**config.mk**
```make
export PLATFORM = sky130hd
export DESIGN_NAME = serial_adder
export DESIGN_NICKNAME = d
export VERILOG_FILES = /design/src/rtl/serial_adder.sv
export SDC_FILE = /design/constraint.sdc
export NUM_CORES = 1
export LEC_CHECK = 0
export CELL_PAD_IN_SITES_DETAIL_PLACEMENT = 1
export CELL_PAD_IN_SITES_GLOBAL_PLACEMENT = 1
export CORE_MARGIN = 4
export CORE_UTILIZATION = 25
export CTS_CLUSTER_SIZE = 25
export DETAILED_ROUTE_END_ITERATION = 10
export MAX_ROUTING_LAYER = met4
export PLACE_DENSITY_LB_ADDON = 0.25
export SETUP_SLACK_MARGIN = 0.2
export SLEW_MARGIN = 20
export SYNTH_ARGS = -nofsm -noshare
export SYNTH_HDL_FRONTEND = slang
export SYNTH_SLANG_ARGS = --single-unit
```
**constraint.sdc**
```tcl
create_clock -name clk -period 1.85 [get_ports clk]
set_input_delay 0.185 -clock clk [delete_from_list [all_inputs] [get_ports clk]]
set_output_delay 0.185 -clock clk [all_outputs]
set_load 0.005 [all_outputs]
```
**src/rtl/serial_adder.sv**
```systemverilog
// Bit-serial W-bit adder: one full-adder cell and a carry flop, LSB first, start/busy/done handshake.
// Optional macro SERIAL_ADDER_SUB_EN adds a `sub` port that turns the operation into a - b.

module serial_adder_fa (
    input  logic x,
    input  logic y,
    input  logic ci,
    output logic s,
    output logic co
);
    assign s  = x ^ y ^ ci;
    assign co = (x & y) | (x & ci) | (y & ci);
endmodule

module serial_adder #(
    parameter int W = 8
) (
    input  logic         clk,
    input  logic         rst_n,
    input  logic         start,
    input  logic [W-1:0] a,
    input  logic [W-1:0] b,
    input  logic         cin,
`ifdef SERIAL_ADDER_SUB_EN
    input  logic         sub,
`endif
    output logic         busy,
    output logic         done,
    output logic [W-1:0] sum,
    output logic         cout
);
    localparam int CW = (W > 1) ? $clog2(W) : 1;

    typedef enum logic {IDLE, SHIFT} state_t;

    state_t         state, state_nx;
    logic [W-1:0]   a_sh, b_sh, r_sh, r_next;
    logic [W-1:0]   b_cap;
    logic           c_cap;
    logic           carry;
    logic [CW-1:0]  cnt;
    logic           s, co, last;

`ifdef SERIAL_ADDER_SUB_EN
    // Subtraction is a + ~b + 1; cin is ignored in that mode.
    assign b_cap = sub ? ~b : b;
    assign c_cap = sub ? 1'b1 : cin;
`else
    assign b_cap = b;
    assign c_cap = cin;
`endif

    serial_adder_fa u_fa (
        .x  (a_sh[0]),
        .y  (b_sh[0]),
        .ci (carry),
        .s  (s),
        .co (co)
    );

    // New bit enters at the MSB so after W shifts bit 0 of the result sits at r_sh[0].
    generate
        if (W == 1) begin : g_r1
            assign r_next = s;
        end else begin : g_rn
            assign r_next = {s, r_sh[W-1:1]};
        end
    endgenerate

    assign last = (cnt == CW'(W - 1));

    always_ff @(posedge clk or negedge rst_n) begin
        if (!rst_n) state <= IDLE;
        else        state <= state_nx;
    end

    always_comb begin
        state_nx = state;
        case (state)
            IDLE:    if (start) state_nx = SHIFT;
            SHIFT:   if (last)  state_nx = IDLE;
            default: state_nx = IDLE;
        endcase
    end

    always_ff @(posedge clk or negedge rst_n) begin
        if (!rst_n) begin
            a_sh  <= '0;
            b_sh  <= '0;
            r_sh  <= '0;
            carry <= 1'b0;
            cnt   <= '0;
            busy  <= 1'b0;
            done  <= 1'b0;
            sum   <= '0;
            cout  <= 1'b0;
        end else begin
            done <= 1'b0;
            case (state)
                IDLE: begin
                    if (start) begin
                        a_sh  <= a;
                        b_sh  <= b_cap;
                        carry <= c_cap;
                        r_sh  <= '0;
                        cnt   <= '0;
                        busy  <= 1'b1;
                    end
                end
                SHIFT: begin
                    carry <= co;
                    r_sh  <= r_next;
                    a_sh  <= a_sh >> 1;
                    b_sh  <= b_sh >> 1;
                    cnt   <= cnt + CW'(1);
                    // Outputs move only here, so partial results are never visible.
                    if (last) begin
                        sum  <= r_next;
                        cout <= co;
                        done <= 1'b1;
                        busy <= 1'b0;
                    end
                end
                default: ;
            endcase
        end
    end
endmodule

```
==> impl_metrics.env, run 1 <==
export IMPL_outcome="complete, no violations"
export IMPL_grt_remaining_overflow=0
export IMPL_synth_area_leader_cell="dfrtp_1"
export IMPL_syn_area_um2=1640
export IMPL_worst_r2r_cell_count=4
export IMPL_layout_drive_gt1_share=0.146
export IMPL_cts_buffers=5
export IMPL_grtUsageTotal=0.103
export IMPL_crit_fanout=10
export IMPL_syn_avg_cell_area_um2=12.7
export IMPL_slew_limit_headroom=0.670
export IMPL_maxCapViolations=0
export IMPL_setup_viol_count_final=0
export IMPL_p_sw_frac=0.291
export IMPL_whs_ps=486
export IMPL_synth_top_area_frac=0.595
export IMPL_clock_fmax_mhz=674
export IMPL_p_sw_w=0.000945
export IMPL_pwr_share_clk=0.262
export IMPL_drt_wirelength_per_cell_um=13.8
export IMPL_end_kind="flip-flop"
export IMPL_place_area_um2=2020
export IMPL_num_antenna_cells=0
export IMPL_max_clock_path_buffers=2
export IMPL_power_frac_comb=0.300
export IMPL_clk_insertion_delay_late_ps=290
export IMPL_final_cells=241
export IMPL_start_util=0.258
export IMPL_yosys_area_share_simple=0.0618
export IMPL_antenna_found_initial=0
export IMPL_multi_input_area_um2=602
export IMPL_die_area_um2=7920
export IMPL_synth_seq_area_share=0.595
export IMPL_n_fill_cell=692
export IMPL_synth_warnings=0
export IMPL_hp_class="in2async"
export IMPL_synth_top_family_by_area="multiplexers"
export IMPL_synth_nets=153
export IMPL_finalHoldViolations=0
export IMPL_cts_tree="done"
export IMPL_synthMuxAreaShare=0.172
export IMPL_gp_congestion=0.719
export IMPL_ys_ff_latch=39
export IMPL_seq_area_um2=976
export IMPL_rsz0062_at_grt="false"
export IMPL_skew_ps=6.06
export IMPL_area_growth_syn_to_layout_pct=32.1
export IMPL_cts_root_buf="clkbuf_8"
export IMPL_drc_errors=0
export IMPL_wl_um=3340
export IMPL_h_tree_depth=2
export IMPL_die_y_um=89.0
export IMPL_postCtsSetupBuffers=0
export IMPL_p_total_w=0.00324
export IMPL_cts_sinks=39
export IMPL_slew_violations=0
export IMPL_fin_area_um2=2170
export IMPL_core_um2=6350
export IMPL_rows=29
export IMPL_route_vias_total=1076
export IMPL_die_w_um=89.0
export IMPL_hpwl_um=2370
export IMPL_fin_crit_sh=0.802
export IMPL_clk_pin_slew_ps=80
export IMPL_internal_power_w=0.00230
export IMPL_synth_xor_xnor_area_share=0
export IMPL_peakVddDrop_mv=0.508
export IMPL_synth_compound_area_frac=0.0985
export IMPL_port_buffers=30
export IMPL_start_kind="flip-flop"
export IMPL_arrival_ps=1660
export IMPL_leakage_nw=1.00
export IMPL_vias_per_cell=4.46
export IMPL_synth_cells=129
export IMPL_worstMarginPinSlew_ps=495
export IMPL_cp_data_required_time_ps=2030
export IMPL_grt_max_degree=40
export IMPL_yosys_cell_types_count=20
export IMPL_p_per_area_nw_per_um2=1500
export IMPL_period_minus_slack_ps=1480
export IMPL_fin_setup_tns_ps=0
export IMPL_firstDrtPassIters=3
export IMPL_ant_nets=0
export IMPL_dp_cells=232
export IMPL_p_seq_frac=0.438
export IMPL_grt_pass1_wl_um=5980
export IMPL_ios=31
export IMPL_grt_pass1_vias=1223
export IMPL_regToRegSetupSlack_ps=370
export IMPL_dr_first_iter_drc_count=33
export IMPL_synthTopCellsByArea="dfrtp_1 (60%), mux2i_1 (11%), mux2_2 (6.2%), o21ai_0 (4.9%), a22o_1 (4.3%)"
export IMPL_synthAdderAreaFrac=0.0351
export IMPL_crit_type="reg2reg"
export IMPL_final_net_count=187
-- critical path, stage by stage (launching register included) --
cell,delay (ps)
dfrtp_1,400
ha_1,230
ha_1,220
nand2_4,160
mux2_2,350
-- cells in the final DEF, fill, tap and decap left out, drive strengths merged --
master         instances
mux2                   9
nand2b                 2
o22ai                  1
clkbuf                 5
mux2i                 18
a22o                   8
ha                     3
bufinv                 2
a21oi                  1
clkdlybuf4s50         29
dfrtp                 39
o21ai                 16
inv                    2
dlygate4sd3            1
nor2                   4
nand2                 17
buf                    5
fa                     1
clkinvlp               1
-- state kept, by name, summed over array words and instances, names as in the netlist --
| signal | count |
|---|---|
| carry | 1 |
| done | 1 |
| b_sh | 8 |
| state | 1 |
| cnt | 3 |
| cout | 1 |
| a_sh | 8 |
| busy | 1 |
| sum | 8 |
| r_sh | 7 |
-- Yosys cell counts, drive strengths merged --
library cell	count
buf	6
a21oi	1
inv	2
clkbuf	2
o21ai	16
nor2	4
a22o	8
ha	3
nand2b	2
mux2i	18
dfrtp	39
mux2	9
o22ai	1
fa	1
nand2	17
-- power by group through the flow --
stage	sequential (W)	combinational, W	clock, W
final	0.00142	0.000974	0.000851
after global routing	0.00148	0.00112	0.000924
after CTS	0.00143	0.00100	0.000887
after detailed placement	0.00144	0.00100	0
after global placement	0.00142	0.000963	0
after floorplan	0.00136	0.000657	0
-- path summary, 6_finish.rpt --
check / from / end
setup / recovery: cnt[0] / sum[1]
hold / removal: rst_n / sum[1]
setup reg to reg: cnt[0] / sum[1]
hold reg to reg: cnt[0] / cnt[0]
max in group asynchronous: rst_n / a_sh[1]
min in group clk: cnt[0] / cnt[0]
-- metal layers --
layer / global-route usage / routed length [um] / vias up
li1: - / - / 512
met1: 0.132 / 1610 / 529
met2: 0.152 / 1510 / 30
met3: 0.0313 / 178 / 5
met4: 0.0406 / 44 / 0
met5: - / 0 / -
-- area by class of cell --
class / instances / area share
Inverter: 2 / 0.00347
Sequential cell: 39 / 0.451
Clock buffer: 5 / 0.0318
Timing Repair Buffer: 35 / 0.161
Clock inverter: 3 / 0.0312
Multi-Input combinational cell: 80 / 0.278
Tap cell: 77 / 0.0445
-- logic make-up after synthesis --
| logic type | Yosys count |
|---|---|
| DFF | 39 |
| muxes | 27 |
| AOI/OAI and AO/OA | 26 |
| and+or+nand+nor | 23 |
| buffers and inverters | 10 |
| adders and majority gates | 4 |
-- repair_timing --
| item | in CTS | in global routing |
|---|---|---|
| resized for setup | 0 | 0 |
| hold buffers | 1 | 0 |
| endpoints found under the hold margin | 39 | 0 |
-- metrics by stage --
step / worst slack (ps) / util
after floorplan: 469 / -
after global placement: 347 / 0.318
after detailed placement: 269 / 0.318
after CTS: 344 / 0.341
after global routing: 305 / 0.341
final: 367 / 0.341
Note: power is estimated with default switching activity, not from simulation.
==> run 2, diff against run 1 <==
==> constraint.sdc (replaced) <==
create_clock -name clk -period 1.5 [get_ports clk]
set_input_delay 0.15 -clock clk [delete_from_list [all_inputs] [get_ports clk]]
set_output_delay 0.15 -clock clk [all_outputs]
set_load 0.005 [all_outputs]
==> impl_metrics.env, run 2 (same netlist as run 1, synthesis figures left out) <==
export IMPL_antenna_found_initial=0
export IMPL_arrival_ps=1490
export IMPL_final_net_count=202
export IMPL_dr_first_iter_drc_count=25
export IMPL_grt_max_degree=31
export IMPL_peakVddDrop_mv=0.714
export IMPL_drt_wirelength_per_cell_um=14.1
export IMPL_power_frac_comb=0.379
export IMPL_crit_type="reg2reg"
export IMPL_grtUsageTotal=0.105
export IMPL_start_kind="flip-flop"
export IMPL_setup_viol_count_final=0
export IMPL_maxCapViolations=0
export IMPL_end_kind="flip-flop"
export IMPL_place_area_um2=2050
export IMPL_rsz0062_at_grt="true"
export IMPL_fin_crit_sh=0.878
export IMPL_max_clock_path_buffers=2
export IMPL_num_antenna_cells=0
export IMPL_internal_power_w=0.00282
export IMPL_cp_data_required_time_ps=1670
export IMPL_period_minus_slack_ps=1320
export IMPL_port_buffers=30
export IMPL_core_um2=6350
export IMPL_cts_tree="done"
export IMPL_route_vias_total=1146
export IMPL_p_sw_w=0.00127
export IMPL_die_area_um2=7920
export IMPL_drc_errors=0
export IMPL_wl_um=3620
export IMPL_rows=29
export IMPL_layout_drive_gt1_share=0.229
export IMPL_slew_violations=0
export IMPL_multi_input_area_um2=679
export IMPL_area_growth_syn_to_layout_pct=41.7
export IMPL_h_tree_depth=2
export IMPL_p_sw_frac=0.311
export IMPL_seq_area_um2=977
export IMPL_hp_class="in2async"
export IMPL_finalHoldViolations=0
export IMPL_clock_fmax_mhz=760
export IMPL_mostFrequentLayoutCells="dfrtp_1 (38), mux2i_1 (18), clkdlybuf4s50_1 (18)"
export IMPL_fin_area_um2=2320
export IMPL_gp_congestion=0.747
export IMPL_skew_ps=5.28
export IMPL_outcome="complete, no violations"
export IMPL_n_fill_cell=676
export IMPL_final_cells=256
export IMPL_hpwl_um=2490
export IMPL_reg_top3="a_sh (8), b_sh (8), sum (8)"
export IMPL_cts_sinks=39
export IMPL_final_common_cell="dfrtp_1"
export IMPL_clk_insertion_delay_late_ps=290
export IMPL_vias_per_cell=4.48
export IMPL_grt_pass1_vias=1305
export IMPL_whs_ps=312
export IMPL_p_seq_frac=0.432
export IMPL_start_util=0.258
export IMPL_ios=31
export IMPL_grt_remaining_overflow=0
export IMPL_cts_buffers=5
export IMPL_p_per_area_nw_per_um2=1760
export IMPL_die_y_um=89.0
export IMPL_fin_setup_tns_ps=0
export IMPL_clk_pin_slew_ps=70
export IMPL_pwr_share_clk=0.189
export IMPL_leakage_nw=1.19
export IMPL_slew_limit_headroom=0.729
export IMPL_crit_fanout=2
export IMPL_dp_cells=234
export IMPL_ant_nets=0
export IMPL_cts_root_buf="clkbuf_8"
export IMPL_die_w_um=89.0
export IMPL_firstDrtPassIters=4
export IMPL_worstMarginPinSlew_ps=406
export IMPL_grt_pass1_wl_um=6230
==> run 2: changes by cell type in the layout (fill, tap and decap cells not counted), sizes merged <==
cell           change
buf               +14
bufinv             -2
dlymetal6s2s       +5
clkinvlp           -1
nand2              +1
dlygate4sd2        +6
clkbuf             +3
clkdlybuf4s50     -11
==> run 2: layout make-up <==
cell class / instances / share of cell area
inverter: 2 / 0.00323
sequential: 39 / 0.421
timing repair buffer: 49 / 0.199
multi-input combinational: 81 / 0.293
clock buffer: 8 / 0.0431
tap: 77 / 0.0415
==> run 2: path summary, 6_finish.rpt <==
kind                       depth (start not counted)  slack [ps]  startpoint      end
max                                                2         180       carry   sum[7]
min                                                2         310       rst_n     done
max reg2reg                                        2         180       carry   sum[7]
min reg2reg                                        2         490     b_sh[1]  b_sh[0]
max in group asynchronous                          3         680       rst_n  b_sh[6]
min in group clk                                   3         480        a[7]  a_sh[7]
==> run 2: per-layer routing <==
layer | routed length, um | part of all wire | up-vias | GRT usage
li1 | - | - | 546 | -
met1 | 1720 | 0.47 | 568 | 0.137
met2 | 1670 | 0.46 | 27 | 0.160
met3 | 183 | 0.051 | 5 | 0.0276
met4 | 46 | 0.013 | 0 | 0.0325
met5 | 0 | 0 | - | -
==> run 2: critical path, cell delays in order, from the launching register on <==
cell and delay, ps:
dfrtp_1 410, fa_1 520, mux2_4 280
==> run 2: stage by stage <==
step / total power [W] / util / setup slack (ps)
after global routing: 0.00441 / 0.366 / 151
after floorplan: 0.00252 / - / 205
after CTS: 0.00403 / 0.354 / 172
after detailed placement: 0.00306 / 0.323 / 93.4
after global placement: 0.00297 / 0.323 / 138
final: 0.00409 / 0.366 / 184
==> run 2: timing repair <==
item	4_1_cts	5_1_grt
endpoints found under the setup margin	16	25
gates resized for setup	13	11
hold buffers	1	0
gates cloned	1	0
buffers inserted	7	5
pin swaps	1	0
hold endpoints to repair	15	0
==> run 2: power by group through the flow <==
stage,registers (W),logic (W),clock network [W]
after detailed placement,0.00177,0.00129,0
after global placement,0.00174,0.00123,0
final,0.00176,0.00155,0.000772
after CTS,0.00176,0.00146,0.000804
after floorplan,0.00169,0.000829,0
after global routing,0.00182,0.00174,0.000851
